File: src/rtl/cw341_reg_arb_pkg.sv
// Shared types for the CW341 register-bus arbiter: FSM states, the host bus
// bundle carried through the delay pipe, and the pipe depth.
package cw341_reg_arb_pkg;

  localparam int HPIPE_DEPTH = 2;

  // Field widths follow the default 21-bit bus split with a 7-bit byte count.
  localparam int HB_ADDR_W = 14;
  localparam int HB_BCNT_W = 7;

  typedef enum logic [1:0] {
    ST_IDLE  = 2'd0,
    ST_SLOT  = 2'd1,
    ST_GUARD = 2'd2
  } arb_state_e;

  typedef struct packed {
    logic [HB_ADDR_W-1:0] address;
    logic [HB_BCNT_W-1:0] bytecnt;
    logic [7:0]           data;
    logic                 read;
    logic                 write;
    logic                 addrvalid;
  } host_bus_t;

  localparam int HB_W = $bits(host_bus_t);

  function automatic logic bus_active(host_bus_t b);
    return b.read | b.write | b.addrvalid;
  endfunction

endpackage

File: src/rtl/cw341_reg_arb_hpipe.sv
// Delay pipe for the host register-bus fields; reports which stages carry
// host activity so the arbiter can keep internal slots out of their way.
module cw341_reg_arb_hpipe
  import cw341_reg_arb_pkg::*;
#(
  parameter int pDEPTH = HPIPE_DEPTH
) (
  input  logic              clk_i,
  input  logic              rst_ni,
  input  logic [HB_W-1:0]   bus_i,
  output logic [HB_W-1:0]   stage1_o,
  output logic [pDEPTH-1:0] act_o
);

  host_bus_t stage_q [pDEPTH];

  always_ff @(posedge clk_i) begin
    if (!rst_ni) begin
      for (int i = 0; i < pDEPTH; i++) stage_q[i] <= '0;
    end else begin
      stage_q[0] <= host_bus_t'(bus_i);
      for (int i = 1; i < pDEPTH; i++) stage_q[i] <= stage_q[i-1];
    end
  end

  always_comb begin
    act_o = '0;
    for (int i = 0; i < pDEPTH; i++) act_o[i] = bus_active(stage_q[i]);
  end

  assign stage1_o = stage_q[0];

endmodule

File: src/rtl/cw341_reg_arb.sv
// Two-master arbiter for the CW341 register bus: the host always wins, the
// internal master gets single-byte slots whenever the delayed host path is quiet.
module cw341_reg_arb
  import cw341_reg_arb_pkg::*;
#(
  parameter int pADDR_WIDTH   = 21,
  parameter int pBYTECNT_SIZE = 7,
  parameter int pMAX_WAIT     = 255
) (
  input  logic                                 usb_clk,
  input  logic                                 rst_n,
  input  logic [pADDR_WIDTH-pBYTECNT_SIZE-1:0] host_address,
  input  logic [pBYTECNT_SIZE-1:0]             host_bytecnt,
  input  logic [7:0]                           host_datao,
  input  logic                                 host_read,
  input  logic                                 host_write,
  input  logic                                 host_addrvalid,
  output logic [7:0]                           host_datai,
  input  logic                                 int_req,
  input  logic                                 int_we,
  input  logic [pADDR_WIDTH-pBYTECNT_SIZE-1:0] int_address,
  input  logic [pBYTECNT_SIZE-1:0]             int_bytecnt,
  input  logic [7:0]                           int_wdata,
  output logic                                 int_gnt,
  output logic [7:0]                           int_rdata,
  output logic                                 int_rvalid,
  output logic                                 int_timeout,
  output logic [pADDR_WIDTH-pBYTECNT_SIZE-1:0] reg_address,
  output logic [pBYTECNT_SIZE-1:0]             reg_bytecnt,
  output logic [7:0]                           reg_datao,
  output logic                                 reg_read,
  output logic                                 reg_write,
  output logic                                 reg_addrvalid,
  input  logic [7:0]                           reg_datai
);

  localparam int CNT_W = (pMAX_WAIT < 2) ? 1 : $clog2(pMAX_WAIT);

  host_bus_t              host_in, stage1, bus_d, bus_q;
  logic [HPIPE_DEPTH-1:0] stage_act;
  arb_state_e             state_d, state_q;
  logic                   h_now, h_busy, grant;
  logic                   we_q, gnt_q, rvalid_q, tmo_d, tmo_q;
  logic [7:0]             rdata_q;
  logic [CNT_W-1:0]       cnt_d, cnt_q;

  assign host_in = '{address: host_address, bytecnt: host_bytecnt, data: host_datao,
                     read: host_read, write: host_write, addrvalid: host_addrvalid};

  cw341_reg_arb_hpipe #(
    .pDEPTH (HPIPE_DEPTH)
  ) u_hpipe (
    .clk_i    (usb_clk),
    .rst_ni   (rst_n),
    .bus_i    (host_in),
    .stage1_o (stage1),
    .act_o    (stage_act)
  );

  assign h_now  = host_read | host_write;
  assign h_busy = h_now | (|stage_act);
  assign grant  = (state_q == ST_IDLE) && int_req && !h_busy;

  always_comb begin
    state_d = state_q;
    unique case (state_q)
      ST_IDLE:  if (grant) state_d = ST_SLOT;
      ST_SLOT:  state_d = ST_GUARD;
      ST_GUARD: state_d = ST_IDLE;
      default:  state_d = ST_IDLE;
    endcase
  end

  // Bus register sits level with the second host stage, so a host strobe
  // reaches the bus two cycles after the port; GUARD simply holds the address.
  always_comb begin
    bus_d           = bus_q;
    bus_d.read      = 1'b0;
    bus_d.write     = 1'b0;
    bus_d.addrvalid = 1'b0;
    if (state_d == ST_SLOT) begin
      bus_d.address   = int_address;
      bus_d.bytecnt   = int_bytecnt;
      bus_d.data      = int_wdata;
      bus_d.read      = ~int_we;
      bus_d.write     = int_we;
      bus_d.addrvalid = 1'b1;
    end else if (stage_act[0]) begin
      bus_d = stage1;
    end
  end

  always_comb begin
    cnt_d = '0;
    tmo_d = 1'b0;
    if (int_req && !grant) begin
      if (cnt_q == CNT_W'(pMAX_WAIT - 1)) tmo_d = 1'b1;
      else                                cnt_d = cnt_q + 1'b1;
    end
  end

  always_ff @(posedge usb_clk) begin
    if (!rst_n) begin
      state_q  <= ST_IDLE;
      bus_q    <= '0;
      we_q     <= 1'b0;
      gnt_q    <= 1'b0;
      rdata_q  <= '0;
      rvalid_q <= 1'b0;
      cnt_q    <= '0;
      tmo_q    <= 1'b0;
    end else begin
      state_q  <= state_d;
      bus_q    <= bus_d;
      gnt_q    <= (state_d == ST_SLOT);
      cnt_q    <= cnt_d;
      tmo_q    <= tmo_d;
      rvalid_q <= (state_q == ST_GUARD) && !we_q;
      if (grant) we_q <= int_we;
      if ((state_q == ST_GUARD) && !we_q) rdata_q <= reg_datai;
    end
  end

  assign reg_address   = bus_q.address;
  assign reg_bytecnt   = bus_q.bytecnt;
  assign reg_datao     = bus_q.data;
  assign reg_read      = bus_q.read;
  assign reg_write     = bus_q.write;
  assign reg_addrvalid = bus_q.addrvalid;
  assign host_datai    = reg_datai;
  assign int_gnt       = gnt_q;
  assign int_rdata     = rdata_q;
  assign int_rvalid    = rvalid_q;
  assign int_timeout   = tmo_q;

endmodule

File: config.mk
export PLATFORM = sky130hd
export DESIGN_NAME = cw341_reg_arb
export DESIGN_NICKNAME = d
export VERILOG_FILES = /design/src/rtl/cw341_reg_arb_pkg.sv /design/src/rtl/cw341_reg_arb_hpipe.sv /design/src/rtl/cw341_reg_arb.sv
export SDC_FILE = /design/constraint.sdc
export NUM_CORES = 1
export LEC_CHECK = 0
export ABC_AREA = 0
export CAP_MARGIN = 40
export CORE_UTILIZATION = 44
export DETAILED_ROUTE_END_ITERATION = 6
export PLACE_DENSITY = 0.77
export SKIP_LAST_GASP = 1
export SYNTH_ARGS = -nofsm -noshare
export SYNTH_HDL_FRONTEND = slang
export SYNTH_SLANG_ARGS = --single-unit
export TNS_END_PERCENT = 20
File: constraint.sdc
create_clock -name usb_clk -period 1.8 [get_ports usb_clk]
set_clock_uncertainty 0.1 [all_clocks]
set_input_delay 0.36 -clock usb_clk [delete_from_list [all_inputs] [get_ports usb_clk]]
set_output_delay 0.36 -clock usb_clk [all_outputs]
set_load 0.05 [all_outputs]
==> results.ini, run 1 <==
[status]
run_status=finished, final reports clean

[final_layout]
utilization_pct=66.7
antenna_cells=0
syn2layout_area_growth_pct=46.9
final_common_cell=dfxtp_1
layout-drive-gt1-share_pct=18.6
final_cell_mix=dfxtp_1, clkdlybuf4s50_1, nand2_1
nNetsFinal=528

[synthesis]
syn_nets=413
ys_ff_latch=89
yosysWarnings=0
syn_inst=338
seq_area_frac_synth_pct=54.1
syn_area_um2=3290
yosysUniqueCellTypes=32
synth.avg_cell_area_um2=9.74

[clock_network]
cts-root-buf=clkbuf_8
cts_made_buffers=9
cts.clk_slew.worst_paths_ps=80
cts_max_path_buffers=2
cts_sinks=89
cts_max_level=3
post_cts_resized=0
clk-insertion-delay-late_ps=340
cts_tree=yes
post_cts_buffers=0
holdBufCountCts=0

[routing]
detail-route-antenna-nets=0
wl_mm=7.78
dr.pass1.iters=4
vias=2792
routedWlPerCell_um=14.0
drc=0
viasPerCell=5.01
drt_iter0_markers=64

[job]
max_cap_violations=0

[power_and_ir_drop]
power.density_nw_per_um2=915
leakage_nw=1.88
peakVddDrop_v=0.000467

[worst_hold_path]
holdCritPathClass=flop to flop

[floorplan]
start_util_pct=45.4
die_w_um=88.5
rows=31
io_pins=124
core_um2=7250
dieArea_um2=7830
die_h_um=88.5

[timing]
max_freq_mhz=629
setup_ws_ps=211
slew_headroom_pct=64.4
finalCriticalPeriod_ps=1590
rsz0062_at_grt=no
setup_viol_count_final=0
post-route-period-util_pct=88.3
slew_viol_final=0
worstMarginPinSlew_ps=533
hold_violations=0

[place]
dp_slack_ps=-152
place.detailed.hpwl_mm=5.45
numPortBuffers=123
gp_congestion=0.746

[worst_setup_path]
arrival_ps=1690
critPathCaptureType=flop
worst_setup_path_start_kind=primary input
cp.required_ps=1900
critPathKind=primary input to flop
cp_max_fo=9

[grt]
grt_usage_pct=20.8
antenna_found_initial=0
grt_first_pass_wirelength_mm=12.4
grt_pass1_vias=2667
overflow=0
grt_max_degree=60

==> flip-flops by register name (all words and copies together), names as in the netlist <==
name,flops
int_rdata,8
int_timeout,1
we_q,1
cnt_q,8
u_hpipe.stage_q,35
reg_address,14
reg_addrvalid,1
int_gnt,1
reg_read,1
reg_datao,8
reg_bytecnt,7
int_rvalid,1
reg_write,1
state_q,2
==> final cells by class <==
type                    instances  area, um2
clock inverters                 4       98.8
inverters                       2       7.51
multi-input cells             214       1320
fillers                       603       2420
well taps                      99        124
repair buffers                137       1350
flip-flops and latches         89       1780
clock buffers                  12        155
==> through the flow <==
stage	instance area [um2]	power [mW]	std cells	setup TNS (ps)	hold WS, ps
finish	4840	4.43	557	0	349
global route	4840	4.61	557	0	373
CTS	4840	4.48	557	0	352
detailed placement	4580	2.82	541	-5390	332
global placement	4580	2.81	541	-4550	321
floorplan	3290	2.49	338	0	319
==> layer usage <==
| layer | share of wire, % | track usage [%] | up-vias |
|---|---|---|---|
| li1 | - | - | 1401 |
| met1 | 45 | 26.9 | 1290 |
| met2 | 47 | 33.4 | 93 |
| met3 | 6.1 | 5.13 | 8 |
| met4 | 1.4 | 8.50 | 0 |
| met5 | 0 | 0 | - |
==> cell families (layout without fill, tap and decap cells) <==
logic type               count (synthesis)  in the layout  synth area share, %
flip-flops                              89             89                 54.1
AND/OR/NAND/NOR                        160            160                 26.8
multiplexers                             8              8                 2.43
XOR/XNOR                                 3              3                0.798
AO/OA/AOI/OAI                           41             41                 9.24
buffers and inverters                   35            155                 5.82
adder cells (fa/ha/maj)                  2              2                0.760
==> report_power, final <==
part,leakage (nW),internal (mW),switching [mW]
clock,0.127,1.00,0.650
sequential,0.731,2.05,0.0410
combinational,1.03,0.317,0.365
==> critical path: stages <==
cell,delay (ps)
clkdlybuf4s50_1,450
nor4_4,340
buf_4,180
a31o_2,270
nor3_1,70
==> worst paths after layout <==
| check | start | to | slack (ps) | cells past startpoint |
|---|---|---|---|---|
| worst max-delay path | host_write | cnt_q[1] | 210 | 5 |
| worst min-delay path | u_hpipe.stage_q[0][31] | reg_address[13] | 350 | 2 |
| worst max register to register | u_hpipe.stage_q[0][1] | reg_address[7] | 330 | 4 |
| worst min register to register | u_hpipe.stage_q[0][31] | reg_address[13] | 350 | 2 |
==> cells in the mapped netlist, drive strengths merged <==
master | n | area (um2)
nor2 | 1 | 3.75
a21o | 2 | 15.0
xor2 | 2 | 17.5
nand2 | 62 | 233
nor4 | 1 | 21.3
clkbuf | 10 | 37.5
xnor2 | 1 | 8.76
o31a | 1 | 8.76
mux2i | 8 | 80.1
nor4b | 2 | 47.6
nor2b | 8 | 50.1
nor3 | 7 | 35.0
and2 | 37 | 231
nand4 | 30 | 188
or2 | 1 | 6.26
o211ai | 29 | 218
ha | 2 | 25.0
buf | 23 | 146
inv | 2 | 7.51
a41o | 1 | 10.0
a31oi | 1 | 6.26
o21ai | 3 | 15.0
a211oi | 3 | 22.5
or3 | 3 | 18.8
a31o | 1 | 8.76
nand3 | 4 | 20.0
nor3b | 1 | 7.51
dfxtp | 89 | 1780
and3b | 1 | 8.76
and3 | 2 | 12.5
Power figures use the tool's default switching activity.
==> run 2: changes to the inputs <==
CELL_PAD_IN_SITES_DETAIL_PLACEMENT = 1   (was not set)
CELL_PAD_IN_SITES_GLOBAL_PLACEMENT = 2   (was not set)
CORE_UTILIZATION = 25   (was 44)
PLACE_DENSITY = 0.75   (was 0.77)
SETUP_SLACK_MARGIN = 0.4   (was not set)
==> run 2 against run 1 <==
  * Register-to-register slack worse by 30 ps
  * Non-clock buffer count increased by 18
  * Clock-buffer cell count rose by 1
  * First-iteration DRC count is 27% higher
  * Setup slack better by 73 ps
  * Clock power increased by 19%
  * Flip-flop and latch count stayed put
  * Fmax grew 4.8%
  * Die area rose by 74%
  * Global-route usage is 4.5 points lower
  * Sequential share of layout area down 4.0 points
  * Critical endpoint is now host_datai[2]
==> results.ini, run 2 (synthesis results as in run 1) <==
[status]
run_status=finished, final reports clean

[clock_network]
cts-root-buf=clkbuf_16
cts_max_path_buffers=2
clk-insertion-delay-late_ps=340
cts_tree=yes
cts_max_level=3
cts.clk_slew.worst_paths_ps=60
cts_made_buffers=9
cts_sinks=89

[final_layout]
regMostFlops=u_hpipe.stage_q
largest_reg_flops=35
regArea_um2=1790
final_common_cell=dfxtp_1
multi_input_area_um2=1430
final_cell_mix=dfxtp_1, clkdlybuf4s50_1, nand2_1
utilization_pct=42.9
antenna_cells=0
syn2layout_area_growth_pct=65.6
layout-drive-gt1-share_pct=26.1
n_fill_cell=1420
nNetsFinal=547

[place]
gp_congestion=0.691
dp_slack_ps=-252
numPortBuffers=123
place.detailed.hpwl_mm=6.65

[routing]
detail-route-antenna-nets=0
viasPerCell=4.62
routedWlPerCell_um=17.5
wl_mm=11.3
drt_iter0_markers=81
drc=0
dr.pass1.iters=4
vias=2994

[worst_setup_path]
slowest_delay_ps=540
cp.required_ps=1340
cpLargestDelayFamily=buffers and inverters
cp_max_fo=2
cp-endpoint=host_datai[2]
critPathSlowestCell=clkdlybuf4s50_1
r2r_setup_slack_ps=300
cp_num_buf_inv=2
cp-startpoint=reg_datai[2]
worst_setup_path_start_kind=primary input
critPathKind=primary input to output pin
rr_endpoint=reg_address[12]
reg2reg_from=u_hpipe.stage_q[0][1]
crit_cells=2
crit_chain=clkdlybuf4s50_1 -> buf_12
critPathCaptureType=output pin
arrival_ps=1060
r2r_cells=6

[job]
max_cap_violations=0

[power_and_ir_drop]
power.density_nw_per_um2=896
peakVddDrop_v=0.000507
leakage_nw=2.15

[grt]
grt_first_pass_wirelength_mm=16.4
use_met1_pct=19.8
grt_usage_pct=16.3
antenna_found_initial=0
grt_util_met3_pct=4.88
grt_busiest_layer=met2
grt_pass1_vias=3097
grt_use_met2_pct=28.0
overflow=0
grt_max_degree=30

[timing]
rsz0062_at_grt=yes
setup_ws_ps=284
post-route-period-util_pct=84.2
worstMarginPinSlew_ps=339
max_freq_mhz=660
setup_viol_count_final=0
whs_ps=294
slew_viol_final=0
hold_violations=0
finalCriticalPeriod_ps=1520
slew_headroom_pct=77.3

[floorplan]
start_util_pct=25.9
core_um2=12700
io_pins=124
die_w_um=117
rows=41
die_h_um=117
dieArea_um2=13600

[worst_hold_path]
hold_path_startpoint=rst_n
holdCritPathClass=primary input to flop

[run 2: changes by cell type in the layout (fill, tap and decap cells not counted), moves of 3 or more]
| cell | change |
|---|---|
| buf_6 | +6 |
| buf_12 | +4 |
| clkdlybuf4s50_1 | -5 |
| nor3_2 | +4 |
| buf_16 | +5 |
| clkbuf_16 | +12 |
| nor3_1 | -4 |
| dfxtp_2 | +3 |
| clkbuf_8 | -7 |
| nand2_1 | -6 |
| nand2_4 | +4 |
| dlygate4sd2_1 | +4 |
| dfxtp_1 | -5 |
[run 2: area by class of cell]
class	count	share of cell area [%]
Multi-Input combinational cell	215	26.1
Inverter	2	0.138
Timing Repair Buffer	155	31.1
Tap cell	172	3.95
Clock buffer	13	5.14
Clock inverter	2	0.642
Sequential cell	89	32.9
[run 2: worst min-delay path by stage]
stage / endpoint / slack (ps) / depth (start not counted)
2_1_floorplan: reg_address[0] / 320 / 2
3_5_place_dp: reg_address[11] / 330 / 2
5_1_grt: we_q / 280 / 2
3_3_place_gp: reg_address[7] / 320 / 2
4_1_cts: we_q / 280 / 2
6_report: we_q / 290 / 2
[run 2: stage by stage]
step | instances | instance area, um2 | setup TNS (ps) | power, mW
2_1_floorplan | 338 | 3290 | 0 | 2.49
3_3_place_gp | 614 | 4660 | -7050 | 2.82
3_5_place_dp | 614 | 4660 | -8870 | 2.83
4_1_cts | 638 | 5190 | 0 | 4.89
5_1_grt | 648 | 5450 | 0 | 5.08
6_report | 648 | 5450 | 0 | 4.89
[run 2: what timing repair did]
item                                    4_1_cts  5_1_grt
buffers inserted                              3        6
pin swaps                                     7       18
gates resized for setup                      21       26
cloned                                        6        4
endpoints found under the setup margin       52       57
hold buffers                                  0        0
[run 2: where the power goes]
group / switching, mW / internal, mW
Combinational: 0.430 / 0.401
Sequential: 0.0451 / 2.05
Clock: 0.741 / 1.22
[run 2: per-layer routing]
layer,part of all wire (%),vias up
li1,-,1441
met1,44,1460
met2,50,84
met3,4.8,9
met4,1.4,0
met5,0,-
